--- src/rtl/score_pkg.sv ---
// Shared types, constants and BCD helpers for the score accumulator/display stage.
package score_pkg;

    typedef enum logic {PLAY, DEAD} tally_state_t;

    localparam int unsigned BCD_W   = 12;
    localparam int unsigned DIGIT_W = 4;
    localparam int unsigned SEG_W   = 7;

    localparam logic [BCD_W-1:0] SCORE_MAX_BCD = 12'h999;

    // Active-low segment patterns, bit order gfedcba
    localparam logic [SEG_W-1:0] SEG_BLANK = 7'h7F;
    localparam logic [SEG_W-1:0] SEG_DIGITS [10] = '{
        7'b1000000, 7'b1111001, 7'b0100100, 7'b0110000, 7'b0011001,
        7'b0010010, 7'b0000010, 7'b1111000, 7'b0000000, 7'b0010000
    };

    // Decimal +1 with carry rippling through the three digits
    function automatic logic [BCD_W-1:0] bcd_inc(input logic [BCD_W-1:0] v);
        logic [BCD_W-1:0] r;
        logic             carry;
        r     = v;
        carry = 1'b1;
        for (int i = 0; i < 3; i++) begin
            if (carry) begin
                if (r[i*4 +: 4] == 4'd9) begin
                    r[i*4 +: 4] = 4'd0;
                end else begin
                    r[i*4 +: 4] = r[i*4 +: 4] + 4'd1;
                    carry       = 1'b0;
                end
            end
        end
        return r;
    endfunction

    // Strict greater-than, most significant digit first
    function automatic logic bcd_gt(input logic [BCD_W-1:0] a, input logic [BCD_W-1:0] b);
        logic gt;
        logic decided;
        gt      = 1'b0;
        decided = 1'b0;
        for (int i = 2; i >= 0; i--) begin
            if (!decided && (a[i*4 +: 4] != b[i*4 +: 4])) begin
                gt      = (a[i*4 +: 4] > b[i*4 +: 4]);
                decided = 1'b1;
            end
        end
        return gt;
    endfunction

endpackage

--- src/rtl/seg7_bcd.sv ---
// One BCD digit to active-low 7-segment pattern; non-BCD codes blank the digit.
module seg7_bcd
    import score_pkg::*;
(
    input  logic [DIGIT_W-1:0] bcd,
    output logic [SEG_W-1:0]   seg_n
);

    always_comb begin
        seg_n = SEG_BLANK;
        if (bcd <= 4'd9) begin
            seg_n = SEG_DIGITS[bcd];
        end
    end

endmodule

--- src/rtl/score_tally.sv ---
// Counts score pulses into a saturating 3-digit BCD score, tracks the best score
// across games and alternates current/best on the display after game over.
module score_tally
    import score_pkg::*;
#(
    parameter int unsigned BLINK_CYCLES = 25_000_000
) (
    input  logic             clk,
    input  logic             RST,
    input  logic             Score,
    input  logic             Over,
    input  logic             NewGame,
    output logic [BCD_W-1:0] CurBCD,
    output logic [BCD_W-1:0] BestBCD,
    output logic             NewBest,
    output logic [SEG_W-1:0] HEX0,
    output logic [SEG_W-1:0] HEX1,
    output logic [SEG_W-1:0] HEX2
);

    localparam int unsigned PHASE_W = $clog2(BLINK_CYCLES);
    localparam logic [PHASE_W-1:0] PHASE_LAST = PHASE_W'(BLINK_CYCLES - 1);

    tally_state_t     state_q, state_d;
    logic [BCD_W-1:0] cur_q, cur_d;
    logic [BCD_W-1:0] best_q, best_d;
    logic             new_best_q, new_best_d;
    logic [PHASE_W-1:0] phase_q, phase_d;
    logic             show_best_q, show_best_d;
    logic [BCD_W-1:0] disp_bcd;

    // Next-state: NewGame overrides everything, then per-state behaviour
    always_comb begin
        state_d     = state_q;
        cur_d       = cur_q;
        best_d      = best_q;
        new_best_d  = new_best_q;
        phase_d     = phase_q;
        show_best_d = show_best_q;

        if (NewGame) begin
            state_d     = PLAY;
            cur_d       = '0;
            new_best_d  = 1'b0;
            phase_d     = '0;
            show_best_d = 1'b0;
        end else begin
            case (state_q)
                PLAY: begin
                    if (Over) begin
                        state_d     = DEAD;
                        phase_d     = '0;
                        show_best_d = 1'b0;
                        if (bcd_gt(cur_q, best_q)) begin
                            best_d     = cur_q;
                            new_best_d = 1'b1;
                        end else begin
                            new_best_d = 1'b0;
                        end
                    end else if (Score && (cur_q != SCORE_MAX_BCD)) begin
                        cur_d = bcd_inc(cur_q);
                    end
                end
                DEAD: begin
                    if (phase_q == PHASE_LAST) begin
                        phase_d     = '0;
                        show_best_d = ~show_best_q;
                    end else begin
                        phase_d = phase_q + PHASE_W'(1);
                    end
                end
                default: state_d = PLAY;
            endcase
        end
    end

    always_ff @(posedge clk) begin
        if (!RST) begin
            state_q     <= PLAY;
            cur_q       <= '0;
            best_q      <= '0;
            new_best_q  <= 1'b0;
            phase_q     <= '0;
            show_best_q <= 1'b0;
        end else begin
            state_q     <= state_d;
            cur_q       <= cur_d;
            best_q      <= best_d;
            new_best_q  <= new_best_d;
            phase_q     <= phase_d;
            show_best_q <= show_best_d;
        end
    end

    assign CurBCD  = cur_q;
    assign BestBCD = best_q;
    assign NewBest = new_best_q;

    assign disp_bcd = ((state_q == DEAD) && show_best_q) ? best_q : cur_q;

    seg7_bcd u_seg_ones     (.bcd(disp_bcd[3:0]),  .seg_n(HEX0));
    seg7_bcd u_seg_tens     (.bcd(disp_bcd[7:4]),  .seg_n(HEX1));
    seg7_bcd u_seg_hundreds (.bcd(disp_bcd[11:8]), .seg_n(HEX2));

endmodule
--- config.mk ---
export PLATFORM = sky130hd
export DESIGN_NAME = score_tally
export DESIGN_NICKNAME = d
export VERILOG_FILES = /design/src/rtl/score_pkg.sv /design/src/rtl/seg7_bcd.sv /design/src/rtl/score_tally.sv
export SDC_FILE = /design/constraint.sdc
export NUM_CORES = 1
export LEC_CHECK = 0
export CORE_ASPECT_RATIO = 1.25
export CORE_MARGIN = 3
export CORE_UTILIZATION = 25
export DETAILED_ROUTE_END_ITERATION = 16
export GPL_TIMING_DRIVEN = 0
export PLACE_DENSITY = 0.51
export SYNTH_ARGS = -nofsm -noshare
export SYNTH_HDL_FRONTEND = slang
export SYNTH_SLANG_ARGS = --single-unit
--- constraint.sdc ---
create_clock -name clk -period 3.35 [get_ports clk]
set_input_delay 1.005 -clock clk [delete_from_list [all_inputs] [get_ports clk]]
set_output_delay 1.005 -clock clk [all_outputs]
set_load 0.1 [all_outputs]
-- Word-level counts from Yosys, hierarchy flattened
Memory sizes are Yosys's and may differ from the RTL's.
Cells that the tools add are included.
- bits in read-only memories: 336
- output and inout port bits: 46
- bits of input ports: 5
- logic and storage cells: 102
- flip-flop bits (word level): 52
- memories kept: 3
- bitwise gates (word level): 8
- reduce and logical (&&, ||, !) cells: 13
- $lt $le $gt $ge: 9
- add/subtract/negate cells: 4
- eq/ne operators: 10
- multiplexer cells: 47
- memories (memory ; depth ; width ; rd ports ; clocked after Yosys merged registers in ; wr ports ; line ; text):
    (name not given) ; 16 ; 7 ; 1 ; 0 ; 0 ; seg7_bcd.sv:12 ; seg_n = SEG_DIGITS[bcd];
    (name not given) ; 16 ; 7 ; 1 ; 0 ; 0 ; seg7_bcd.sv:12 ;
    (name not given) ; 16 ; 7 ; 1 ; 0 ; 0 ; seg7_bcd.sv:12 ;
- operators with widths (kind ; count):
    $mux W7 ; 9
    $mux W25 ; 2
    $pmux W25 S2 ; 1
    $mux W1 ; 30
    $add A25 B1 Y25 const B ; 1
    $eq A25 B25 Y1 const B ; 1
    $ge A5 B5 Y1 const B ; 3
    $not A4 Y5 ; 3
    $add A4 B1 Y4 const B ; 3
    $eq A4 B4 Y1 const B ; 3
    $gt A4 B4 Y1 ; 3
    $le A4 B4 Y1 const B ; 3
    $mux W12 ; 1
    $mux W4 ; 3
    $ne A12 B12 Y1 const B ; 1
    $ne A4 B4 Y1 ; 3
    $reduce_and A4 Y1 ; 3
    $not A1 Y1 ; 5
    $logic_and A1 B1 Y1 ; 4
    $reduce_and A2 Y1 ; 2
    $reduce_and A3 Y1 ; 1
    $logic_not A1 Y1 ; 2
    $ne A2 B1 Y1 const B ; 1
    $ne A2 B2 Y1 const B ; 1
    2 further kinds ; 2

-- Longest topological paths before layout
Gate-level depths: netlist of the first run.
- depth in word-level cells: 18
- gate-level depth with buffers: 10
- depth with buffers taken out: 8

-- Hierarchy
From an unflattened synthesis of the first run, not the netlist that was laid out.
- cell total of the unflattened synthesis: 464
- area, all modules: 3652.3 um^2
- modules (own cells, without submodules) (module ; times used ; area each (um^2) ; sequential area each (um^2) ; cells each):
    score_tally ; 1 ; 3032.9 ; 1041.0 ; 374
    seg7_bcd ; 3 ; 206.4 ; 0.0 ; 30

-- Least setup slack after synthesis of the first run
OpenSTA, ideal clock, no wires.
- kind: reg2out
- from: register cur_q[4] (netlist: CurBCD[4])
- to: output HEX1[2]
- data required time: 2.345 ns
- path buffers: 1
- arrival time: 4.059 ns
- cell stages (with the launch flop): 7
- path slack: -1.714 ns
- cells stage by stage: dfxtp_1 -> clkbuf_1 -> mux2i_1 -> ha_1 -> nor2_1 -> nor2_1 -> o21ai_0
- word-level cells in the longest chain between the ends: 6
- elaborated cells on any way between the ends: 7
- classes of those cells: order compare (1); mux (4); bitwise (1); memory (1)
- ends and longest elaborated chain (element ; line ; text):
    start: declaration ; score_tally.sv:25 ; logic [BCD_W-1:0] cur_q, cur_d;
    start signal: assignment ; score_tally.sv:87 ; cur_q <= cur_d;
    $mux W12 (*) ; score_tally.sv:99 ; assign disp_bcd = ((state_q == DEAD) && show_best_q) ? best_q : cur_q;
    $not A4 Y5 (implied by the code) ; seg7_bcd.sv:12 ;
    $mem_v2 Z16 W7 ; -- ;
    $mux W7 (implied by the code) (2 in series) ; seg7_bcd.sv:12 ;
    $mux W7 (*) ; seg7_bcd.sv:11 ; if (bcd <= 4'd9) begin
    end: declaration ; score_tally.sv:17 ; output logic [SEG_W-1:0] HEX1,
Every way passes the cells marked *; elsewhere a longest branch is shown, timed or not. The select of a mux whose other input is x is not followed.

-- Worst setup path in the final report of the first run
- from: register state_q
- to: output HEX0[4]
- word-level cells in the longest chain between the ends: 7
- elaborated cells on any way between the ends: 8
- classes of those cells: order compare (1); mux (4); bitwise (1); reduce/logical (1); memory (1)
- ends and longest elaborated chain (element ; line ; text):
    start: declaration ; score_tally.sv:24 ; tally_state_t state_q, state_d;
    start signal: assignment ; score_tally.sv:86 ; state_q <= state_d;
    $logic_and A1 B1 Y1 (*) ; score_tally.sv:99 ;
    $mux W12 (*) ; score_tally.sv:99 ;
    $not A4 Y5 (implied by the code) ; seg7_bcd.sv:12 ;
    $mem_v2 Z16 W7 ; -- ;
    $mux W7 (implied by the code) (2 in series) ; seg7_bcd.sv:12 ;
    $mux W7 (*) ; seg7_bcd.sv:11 ;
    end: declaration ; score_tally.sv:16 ; output logic [SEG_W-1:0] HEX0,
Marks and branches as above.

==> out/metrics.cfg, run 1 <==
[floorplanning]
die_x_um=113
start_util_pct=25.7
io_pins=51
die_h_um=140
row_count=48
dieArea_sq_um=15800
coreArea_sq_um=13900

[global_route]
grt_pass1_wl_um=16300
met2_usage_pct=23.4
grt_overflow=0
met1_usage_pct=14.7
antenna_found_initial=0
grt_usage_pct=12.4
grt.met3_usage_pct=1.65
grt_pass1_vias=3243
grt_max_degree=16
top_usage_layer=met2

[power]
power_frac_clock_pct=42.7
comb_power_share_pct=7.4
p_switching_mw=0.297
power_mw=1.23
max-vdd-ir-drop_mv=0.207
pwr-share-seq_pct=49.9
p_per_area_nw_per_um2=247
leakage_nw=1.84
switching_share_pct=24.1
p_int_mw=0.932

[placed_design]
routabilityCongestion=0.796
placed_cell_area_sq_um=4580
place_inst=671
port-buffer-count=49
hpwl_um=7510

[critical_path]
critPathLaunchType=flop
path_cells=nand2_4 > buf_12 > mux2i_4 > inv_2 > ha_4 > nor3_2 > a2bb2oi_2 > buf_4
worst_ep_arrival_time_ns=2.33
end_kind=output pin
required_ns=2.34
max_stage_delay_ns=0.37
cp_max_fo=10
path_class=flop to output pin
cp_slowest_cell=dfxtp_4

[cts]
clock-root-buffer=clkbuf_16
cts_buffers=5
clk_pin_slew_ns=0.07
clk-insertion-delay-late_ns=0.29
cts_tree=done
clk_path_buf_depth=2
htreeDepth=2
cts_sinks=52

[finish]
fillers=1460
nets=558
final_cells=698
syn_to_final_growth_pct=38.9
diodes=0
drive_above_1_share_pct=27.3
postLayoutCoreUtil_pct=35.7
finalInstanceArea_sq_um=4970

[routing]
drt_iter0_markers=163
drc=0
vias=3465
wirelength_um=10100
antenna_left=0
wl_per_cell_um=14.5
dr.pass1.iters=6
avgViaCountPerCell=4.96

[synth]
synth_top_family_by_area=simple AND/OR/NAND/NOR gates
synthTopCellsByArea=dfxtp_1, ha_1, nand2_1
synth_compound_area_share_pct=15.4
synth_fa_ha_area_share_pct=10.8
ys_ff_latch=52
yosys.area_share.simple_pct=28.2
synthesis.nets=483
netlist_instances=447
synthMuxAreaShare_pct=7.41
synth_flop_cell=dfxtp_1
synth_edf_count=0
postSynthAreaPerCell_sq_um=8.01
synth.distinct_cells=52
yosysSeqAreaShare_pct=29.1
syn-cell-area_sq_um=3580
post-synth-top-area-cell=dfxtp_1
synth_xor_area_share_pct=3.91
synth_top_area_share_pct=29.1
synth_warnings=0
synthArstFlopShare_pct=0

[timing]
setup_tns_ns=0
rsz0062_at_grt=true
slew_viol_final=0
timing.fmax_mhz=300
tightestPinTransition_ns=0.997
fin_crit_sh_pct=99.5
setup_violations=0
min_period_ns=3.33
slew_headroom_pct=33.3
hold_viol=0
fin_worst_skew_ns=0.00715

[hold_path]
hold_path_class=flop to flop

[status]
status=finished clean

[flow_run]
cap_violations=0

[layout make-up]
cell class              count  area [sq um]  area share, %
clock buffers               6           139           2.79
inverters                  27           101           2.04
clock inverters             2          10.0          0.201
well taps                 175           219           4.40
repair buffers             68           613           12.3
flip-flops and latches     52          1100           22.2
multi-input cells         351          2670           53.6
plain buffers              17           120           2.42
[routing by layer]
layer / vias to the layer above / wire [um]
met5: - / 0
li1: 1743 / -
met2: 61 / 5390
met4: 0 / 96
met1: 1653 / 4320
met3: 8 / 337
[power by group through the flow]
stage / Combinational [mW] / Clock [mW] / Sequential, mW
3_3_place_gp: 0.0899 / 0 / 0.628
5_1_grt: 0.0983 / 0.559 / 0.613
6_report: 0.0910 / 0.524 / 0.613
4_1_cts: 0.0908 / 0.545 / 0.613
3_5_place_dp: 0.0901 / 0 / 0.628
2_1_floorplan: 0.0585 / 0 / 0.631
[Yosys cell counts (11+ instances only)]
cell	instances
a21oi_1	32
dfxtp_1	52
ha_1	31
inv_1	27
mux2i_1	21
nand2_1	58
nand3_1	22
nand4_1	13
nor2_1	43
nor3_1	13
o21ai_0	14
xor2_1	11
[timing repair]
action,CTS,global route
setup buffers,4,15
pin swaps,0,1
setup endpoints to repair,21,19
gates resized for setup,138,17
hold buffers,0,0
[logic make-up after synthesis]
| group | after synthesis |
|---|---|
| xor gates and xnor gates | 16 |
| buffers and inverters | 44 |
| adders and majority gates | 31 |
| AOI/OAI and AO/OA | 84 |
| and+or+nand+nor | 195 |
| muxes | 25 |
| DFF | 52 |
[critical path, delay by kind of cell (launching register included)]
kind	cells	cell delay [ns]
compound gates	1	0.21
fa+ha+maj	1	0.18
buf+inv	3	0.61
flops	1	0.37
mux	1	0.30
simple gates	2	0.36
[registers in the layout (all words and copies together) (netlist names)]
signal / count
phase_q: 25
CurBCD: 12
show_best_q: 1
BestBCD: 12
state_q: 1
NewBest: 1
[path summary, 6_finish.rpt]
kind	from	to	slack (ns)	cells after the start
min	BestBCD[7]	BestBCD[7]	0.48	2
max	state_q	HEX0[4]	0.02	8
max reg2reg	BestBCD[3]	BestBCD[1]	1.07	9
min reg2reg	BestBCD[7]	BestBCD[7]	0.48	2
[cell usage in the layout, fill, tap and decap left out, types with 4 or more instances in the layout]
master           count
nand2_1             57
a22oi_1              4
xor2_1              11
buf_2                4
clkbuf_4             8
xnor2_1              5
mux2i_1             13
a21oi_1             23
a21oi_2              7
nor2b_1              6
clkbuf_1             8
o211ai_1             4
dfxtp_2             13
and3_1               8
nor3_1               7
nand4_1             13
inv_1               24
nor3_2               5
dfxtp_1             27
o21ai_0             11
nor2_1              37
clkdlybuf4s50_1     28
a21o_1               7
buf_4               29
ha_1                27
o21ai_1              7
dfxtp_4             12
nor2_2               7
clkbuf_16            5
nand3_1             22
mux2i_4             10
[per-stage QoR]
step / setup WS (ns) / hold WS (ns)
finish: 0.0181 / 0.484
global route: -0.0349 / 0.509
CTS: -0.0185 / 0.490
detailed placement: -0.714 / 0.468
global placement: -0.689 / 0.469
floorplan: -0.427 / 0.458
Power figures use the tool's default switching activity.
==> inputs of run 2 (changes only) <==
==> constraint.sdc (replaced) <==
create_clock -name clk -period 3.47 [get_ports clk]
set_input_delay 1.041 -clock clk [delete_from_list [all_inputs] [get_ports clk]]
set_output_delay 1.041 -clock clk [all_outputs]
set_load 0.1 [all_outputs]
==> run 2 against run 1 <==
Compared with the run above: via count fell by 1.3%; sequential power fell by 3.4%; first-iteration DRC count rose by 14%; non-clock buffer count fell by 10; combinational power fell by 4.6%; sequential cell count did not move; largest cell class unchanged; highest routed layer unchanged; cell count fell by 1.4%; worst hold slack got worse by 0.0034 ns; cell area fell by 1.7%.
==> out/metrics.cfg, run 2 (synthesized netlist as in run 1, its figures left out) <==
[timing]
tightestPinTransition_ns=0.986  ; -0.0113 ns
fin_ws_ns=0.0786  ; +0.0606 ns
rsz0062_at_grt=true
slew_viol_final=0  ; unchanged
fin_crit_sh_pct=97.7
fin_worst_skew_ns=0.0103  ; +0.00312 ns
slew_headroom_pct=34.1  ; +0.76 points
setup_violations=0  ; unchanged
hold_viol=0  ; unchanged
setup_tns_ns=0  ; unchanged
min_period_ns=3.39
timing.fmax_mhz=295
holdWs_ns=0.481  ; -0.00338 ns

[cts]
clock-root-buffer=clkbuf_16
htreeDepth=2  ; unchanged
cts_tree=done
cts_sinks=52  ; unchanged
cts_buffers=5  ; unchanged
clk_pin_slew_ns=0.07  ; about the same
clk_path_buf_depth=2  ; unchanged
clk-insertion-delay-late_ns=0.30  ; about the same

[power]
leakage_nw=1.81  ; -1.9%
p_per_area_nw_per_um2=271  ; +9.8%
max-vdd-ir-drop_mv=0.231  ; +12%
power_mw=1.33  ; +7.9%

[finish]
layout_commonest_cell=nand2_1
largest_reg_flops=25  ; unchanged
mostFrequentLayoutCells=nand2_1, nor2_1, clkdlybuf4s50_1, dfxtp_1, ha_1
nets=548  ; -1.8%
drive_above_1_share_pct=25.7  ; -1.6 points
top_register=phase_q
diodes=0  ; unchanged
syn_to_final_growth_pct=36.5

[critical_path]
r2r_slack_ns=1.16  ; +0.09 ns
path_cells=nand2_4 > buf_12 > mux2i_4 > inv_2 > ha_4 > nor3_2 > a21oi_1 > a21oi_2 > buf_6
r2r-start=CurBCD[4]
path_class=flop to output pin
max_stage_delay_ns=0.38  ; about the same
cp_max_fo=10  ; unchanged
worst_ep_arrival_time_ns=2.35  ; +0.02 ns
r2r-end=BestBCD[1]
startpoint=state_q
ff2ff_path_depth=10  ; +1
cp_slowest_cell=dfxtp_4
critPathLaunchType=flop
timing.critical_path.to=HEX2[6]
required_ns=2.43  ; +0.09 ns
end_kind=output pin

[floorplanning]
start_util_pct=25.7  ; unchanged
die_h_um=140  ; unchanged
row_count=48  ; unchanged
coreArea_sq_um=13900  ; unchanged
die_x_um=113  ; unchanged
dieArea_sq_um=15800  ; unchanged
io_pins=51  ; unchanged

[placed_design]
hpwl_um=7370  ; -1.9%
routabilityCongestion=0.798  ; +0.28%
port-buffer-count=49  ; unchanged
preCtsSetupSlack_ns=-0.548  ; +0.166 ns

[hold_path]
hold_path_class=flop to flop

[global_route]
grt_usage_pct=12.4  ; +0.039 points
grt_overflow=0  ; unchanged
grt_pass1_wl_um=16200  ; -0.26%
grt_pass1_vias=3368  ; +3.9%
antenna_found_initial=0  ; unchanged
grt_max_degree=17  ; +1

[status]
status=finished clean

[routing]
wirelength_um=9910  ; -2.4%
drt_iter0_markers=186  ; +14%
wl_per_cell_um=14.4  ; -0.94%
vias=3420  ; -1.3%
avgViaCountPerCell=4.97  ; +0.14%
antenna_left=0  ; unchanged
drc=0  ; unchanged
dr.pass1.iters=4  ; -2

[flow_run]
cap_violations=0  ; unchanged

## run 2: what timing repair did
action	in CTS	in global routing
pin swaps	0	1
setup buffers	0	9
cloned	0	0
hold buffers	0	0
setup endpoints to repair	21	17
gates resized for setup	121	26
endpoints found under the hold margin	0	0
## run 2: area by class of cell
class                      instances  area, sq um
fill                            1460         9050
multi-input combinational        351         2630
sequential                        52         1100
timing repair buffer              58          522
tap                              175          219
clock buffer                       6          129
buffer                            17          120
inverter                          27          101
clock inverter                     2         60.1
## run 2: worst min path at each step
stage / start / to / slack (ns) / depth (start not counted)
finish: NewBest / NewBest / 0.48 / 2
global route: BestBCD[7] / BestBCD[7] / 0.50 / 2
CTS: BestBCD[7] / BestBCD[7] / 0.48 / 2
detailed placement: BestBCD[7] / BestBCD[7] / 0.47 / 2
global placement: BestBCD[7] / BestBCD[7] / 0.46 / 2
floorplan: phase_q[24] / phase_q[24] / 0.46 / 2
## run 2: power breakdown
group | leakage, nW | switching [mW] | internal, mW
Sequential | 0.435 | 0.00323 | 0.589
Clock | 0.0911 | 0.232 | 0.414
Combinational | 1.28 | 0.0616 | 0.0252
## run 2: routing by layer
layer	vias to the layer above	track usage [%]	wire [um]	share of wire, %
met1	1644	13.9	4100	41
met5	-	0	0	0
li1	1715	-	-	-
met3	6	2.00	352	3.6
met4	0	3.29	93	0.94
met2	55	23.8	5360	54
## run 2: worst max-delay path: cells and delay by family, from the launching register on
| kind | cells | cell delay [ns] |
|---|---|---|
| fa+ha+maj | 1 | 0.19 |
| simple gates | 2 | 0.37 |
| compound gates | 2 | 0.24 |
| flops | 1 | 0.38 |
| buf+inv | 3 | 0.51 |
| mux | 1 | 0.35 |
## run 2: metrics by stage
| stage | utilization, % | cells | instance area [sq um] |
|---|---|---|---|
| final | 35.1 | 688 | 4890 |
| after global routing | 35.1 | 688 | 4890 |
| after CTS | 33.8 | 679 | 4710 |
| after detailed placement | 32.7 | 671 | 4560 |
| after global placement | 32.7 | 671 | 4560 |
| after floorplan | - | 447 | 3850 |
==> inputs of run 3 (changes only) <==
--- a/config.mk
+++ b/config.mk
@@ -5,6 +5,7 @@
 export SDC_FILE = /design/constraint.sdc
 export NUM_CORES = 1
 export LEC_CHECK = 0
+export ABC_AREA = 1
 export CORE_ASPECT_RATIO = 1.25
 export CORE_MARGIN = 3
 export CORE_UTILIZATION = 25
==> run 3 against run 2 <==
Compared with the run above: non-clock buffer count fell by 6; combinational power rose to 14 times the previous value; die area up 5.9%; sequential power grew 22%; setup slack gained 0.014 ns; cell area is 2.2% higher; cell count increased by 22%; maximum frequency grew 0.43%; critical path depth is 4 higher; clock power decreased by 12%; critical path type unchanged; largest cell class unchanged; largest power group is now combinational logic.
==> out/metrics.cfg, run 3 <==
[critical_path]
required_ns=2.43  ; about the same
worst_ep_arrival_time_ns=2.34  ; about the same
ff2ff_path_depth=10  ; unchanged
r2r-start=CurBCD[7]
r2r_slack_ns=1.40  ; +0.24 ns
path_class=flop to output pin
critPathLaunchType=flop
cp_max_fo=10  ; unchanged
r2r-end=BestBCD[4]
end_kind=output pin

[synth]
synth.distinct_cells=36  ; -31%
synthTopCellsByCount=nand2_1, inv_1, nor2_1
synth_fa_ha_area_share_pct=10.2  ; -0.63 points
synth_top_area_share_pct=27.4  ; -1.7 points
synthArstFlopShare_pct=0  ; unchanged
synth_flop_cell=dfxtp_1
synth_xor_area_share_pct=1.61  ; -2.3 points
post-synth-top-area-cell=dfxtp_1
synth_top_family_by_area=simple AND/OR/NAND/NOR gates
synthTopCellsByArea=dfxtp_1, nand2_1, ha_1
yosys.area_share.simple_pct=36.4  ; +8.2 points
netlist_instances=600  ; +34%
synth_warnings=0  ; unchanged
syn-cell-area_sq_um=3800  ; +6.2%
synthMostInstantiatedCell=nand2_1
synthMuxAreaShare_pct=0  ; -7.4 points
yosysSeqAreaShare_pct=27.4  ; -1.7 points
synth_edf_count=0  ; unchanged
postSynthAreaPerCell_sq_um=6.33  ; -21%
ys_ff_latch=52  ; unchanged
synth_compound_area_share_pct=13.2  ; -2.1 points
synthesis.nets=636  ; +32%

[cts]
clock-root-buffer=clkbuf_16
cts_sinks=52  ; unchanged
cts_tree=done
clk-insertion-delay-late_ns=0.30  ; about the same
clk_path_buf_depth=2  ; unchanged
cts_buffers=5  ; unchanged
hold_buffers=0  ; unchanged
clk_pin_slew_ns=0.07  ; about the same
htreeDepth=2  ; unchanged

[timing]
fin_worst_skew_ns=0.00743  ; -0.00285 ns
fin_crit_sh_pct=97.3  ; -0.42 points
tightestPinTransition_ns=1.00  ; +0.0147 ns
holdWs_ns=0.489  ; +0.00766 ns
fin_ws_ns=0.0931  ; +0.0144 ns
setup_violations=0  ; unchanged
slew_viol_final=0  ; unchanged
slew_headroom_pct=33.1  ; -0.98 points
min_period_ns=3.38  ; -0.0144 ns
hold_viol=0  ; unchanged
timing.fmax_mhz=296  ; +0.43%

[finish]
largest_reg_flops=25  ; unchanged
layout_commonest_cell=nand2_1
final_cells=841  ; +22%
diodes=0  ; unchanged
finalInstanceArea_sq_um=4990  ; +2.2%
nets=698  ; +27%
top_register=phase_q
drive_above_1_share_pct=17.9  ; -7.8 points
syn_to_final_growth_pct=31.4
mostFrequentLayoutCells=nand2_1, inv_1, nor2_1, nand3_1, a21oi_1

[floorplanning]
die_x_um=116  ; +2.9%
dieArea_sq_um=16700  ; +5.9%
io_pins=51  ; unchanged
row_count=49  ; +2.1%
coreArea_sq_um=14700  ; +5.2%
die_h_um=144  ; +2.9%
start_util_pct=25.9  ; +0.24 points

[placed_design]
routabilityCongestion=0.864  ; +8.3%
preCtsSetupSlack_ns=-0.842  ; -0.294 ns
hpwl_um=8440  ; +15%
place_inst=828  ; +23%
port-buffer-count=50  ; +2.0%
placed_cell_area_sq_um=4660  ; +2.3%

[flow_run]
cap_violations=0  ; unchanged

[power]
max-vdd-ir-drop_mv=0.204  ; -12%
leakage_nw=2.06  ; +14%
power_mw=2.46  ; +86%
p_per_area_nw_per_um2=494  ; +82%

[routing]
drt_iter0_markers=198  ; +6.5%
vias=3906  ; +14%
drc=0  ; unchanged
wl_per_cell_um=12.7  ; -12%
antenna_left=0  ; unchanged
dr.pass1.iters=4  ; unchanged
avgViaCountPerCell=4.64  ; -6.6%
wirelength_um=10700  ; +7.8%

[global_route]
met2_usage_pct=24.7  ; +0.99 points
grt_pass1_wl_um=17400  ; +7.1%
grt_max_degree=16  ; -1
grt_overflow=0  ; unchanged
grt_pass1_vias=3688  ; +9.5%
top_usage_layer=met2
met1_usage_pct=14.4  ; +0.42 points
grt_usage_pct=12.9  ; +0.51 points
antenna_found_initial=0  ; unchanged
grt.met3_usage_pct=2.06  ; +0.063 points

[hold_path]
whs_endpoint=phase_q[1]
min_path_cells=2  ; unchanged
hold_path_class=flop to flop
hp-start=phase_q[1]

[status]
status=finished clean

-- run 3: changes by cell type in the layout (fill, tap and decap cells not counted), sizes merged, moves of 13 or more --
cell	change
nand3	+21
nand2	+109
nor2	+17
o21ai	+32
mux2i	-25
clkbuf	-13
inv	+65
-- run 3: per-stage QoR --
step / setup TNS [ns] / util [%]
finish: 0 / 34.1
global route: -0.0278 / 34.1
CTS: 0 / 33.3
detailed placement: -16.18 / 31.8
global placement: -15.42 / 31.8
floorplan: -0.413 / -
-- run 3: cell type report --
type | instances | area, sq um
plain buffers | 14 | 98.8
clock buffers | 5 | 125
multi-input cells | 442 | 2530
clock inverters | 3 | 37.5
fillers | 1549 | 9660
inverters | 92 | 345
flip-flops and latches | 52 | 1070
repair buffers | 55 | 564
well taps | 178 | 223
-- run 3: logic make-up after synthesis --
kind of cell | count (synthesis)
buffers and inverters | 106
xor gates and xnor gates | 7
DFF | 52
AOI/OAI and AO/OA | 93
and+or+nand+nor | 311
adders and majority gates | 31
-- run 3: timing repair --
action                                 4_1_cts  5_1_grt
resized for setup                          151       19
pin swaps                                    3        5
setup buffers                                1        4
endpoints found under the hold margin        0        0
setup endpoints to repair                   21       21
-- run 3: report_power, final --
group          leakage [nW]  internal (mW)  switching (mW)
clock                0.0789          0.336           0.230
sequential            0.430          0.666          0.0558
combinational          1.55          0.305           0.871
-- run 3: per-layer routing --
layer / up-vias / part of all wire, %
met4: 0 / 1.5
met1: 1770 / 42
met5: - / 0
met2: 78 / 53
li1: 2048 / -
met3: 10 / 3.7
-- run 3: worst max path at each step --
stage            start  endpoint  slack, ns
4_1_cts        state_q   HEX0[6]       0.01
3_5_place_dp   state_q   HEX1[4]      -0.84
6_report       state_q   HEX1[6]       0.09
2_1_floorplan  state_q   HEX2[4]      -0.21
5_1_grt        state_q   HEX1[0]      -0.01
3_3_place_gp   state_q   HEX1[4]      -0.82
-- run 3: worst max-delay path, cell delays in order (launching register included) --
cell	delay, ns
dfxtp_1	0.31
buf_6	0.12
nand2_8	0.08
buf_8	0.14
buf_12	0.14
nand2_1	0.09
o21ai_4	0.09
inv_1	0.11
ha_2	0.21
nor2_2	0.14
o21ai_4	0.12
buf_12	0.19
o21ai_4	0.05
buf_6	0.24
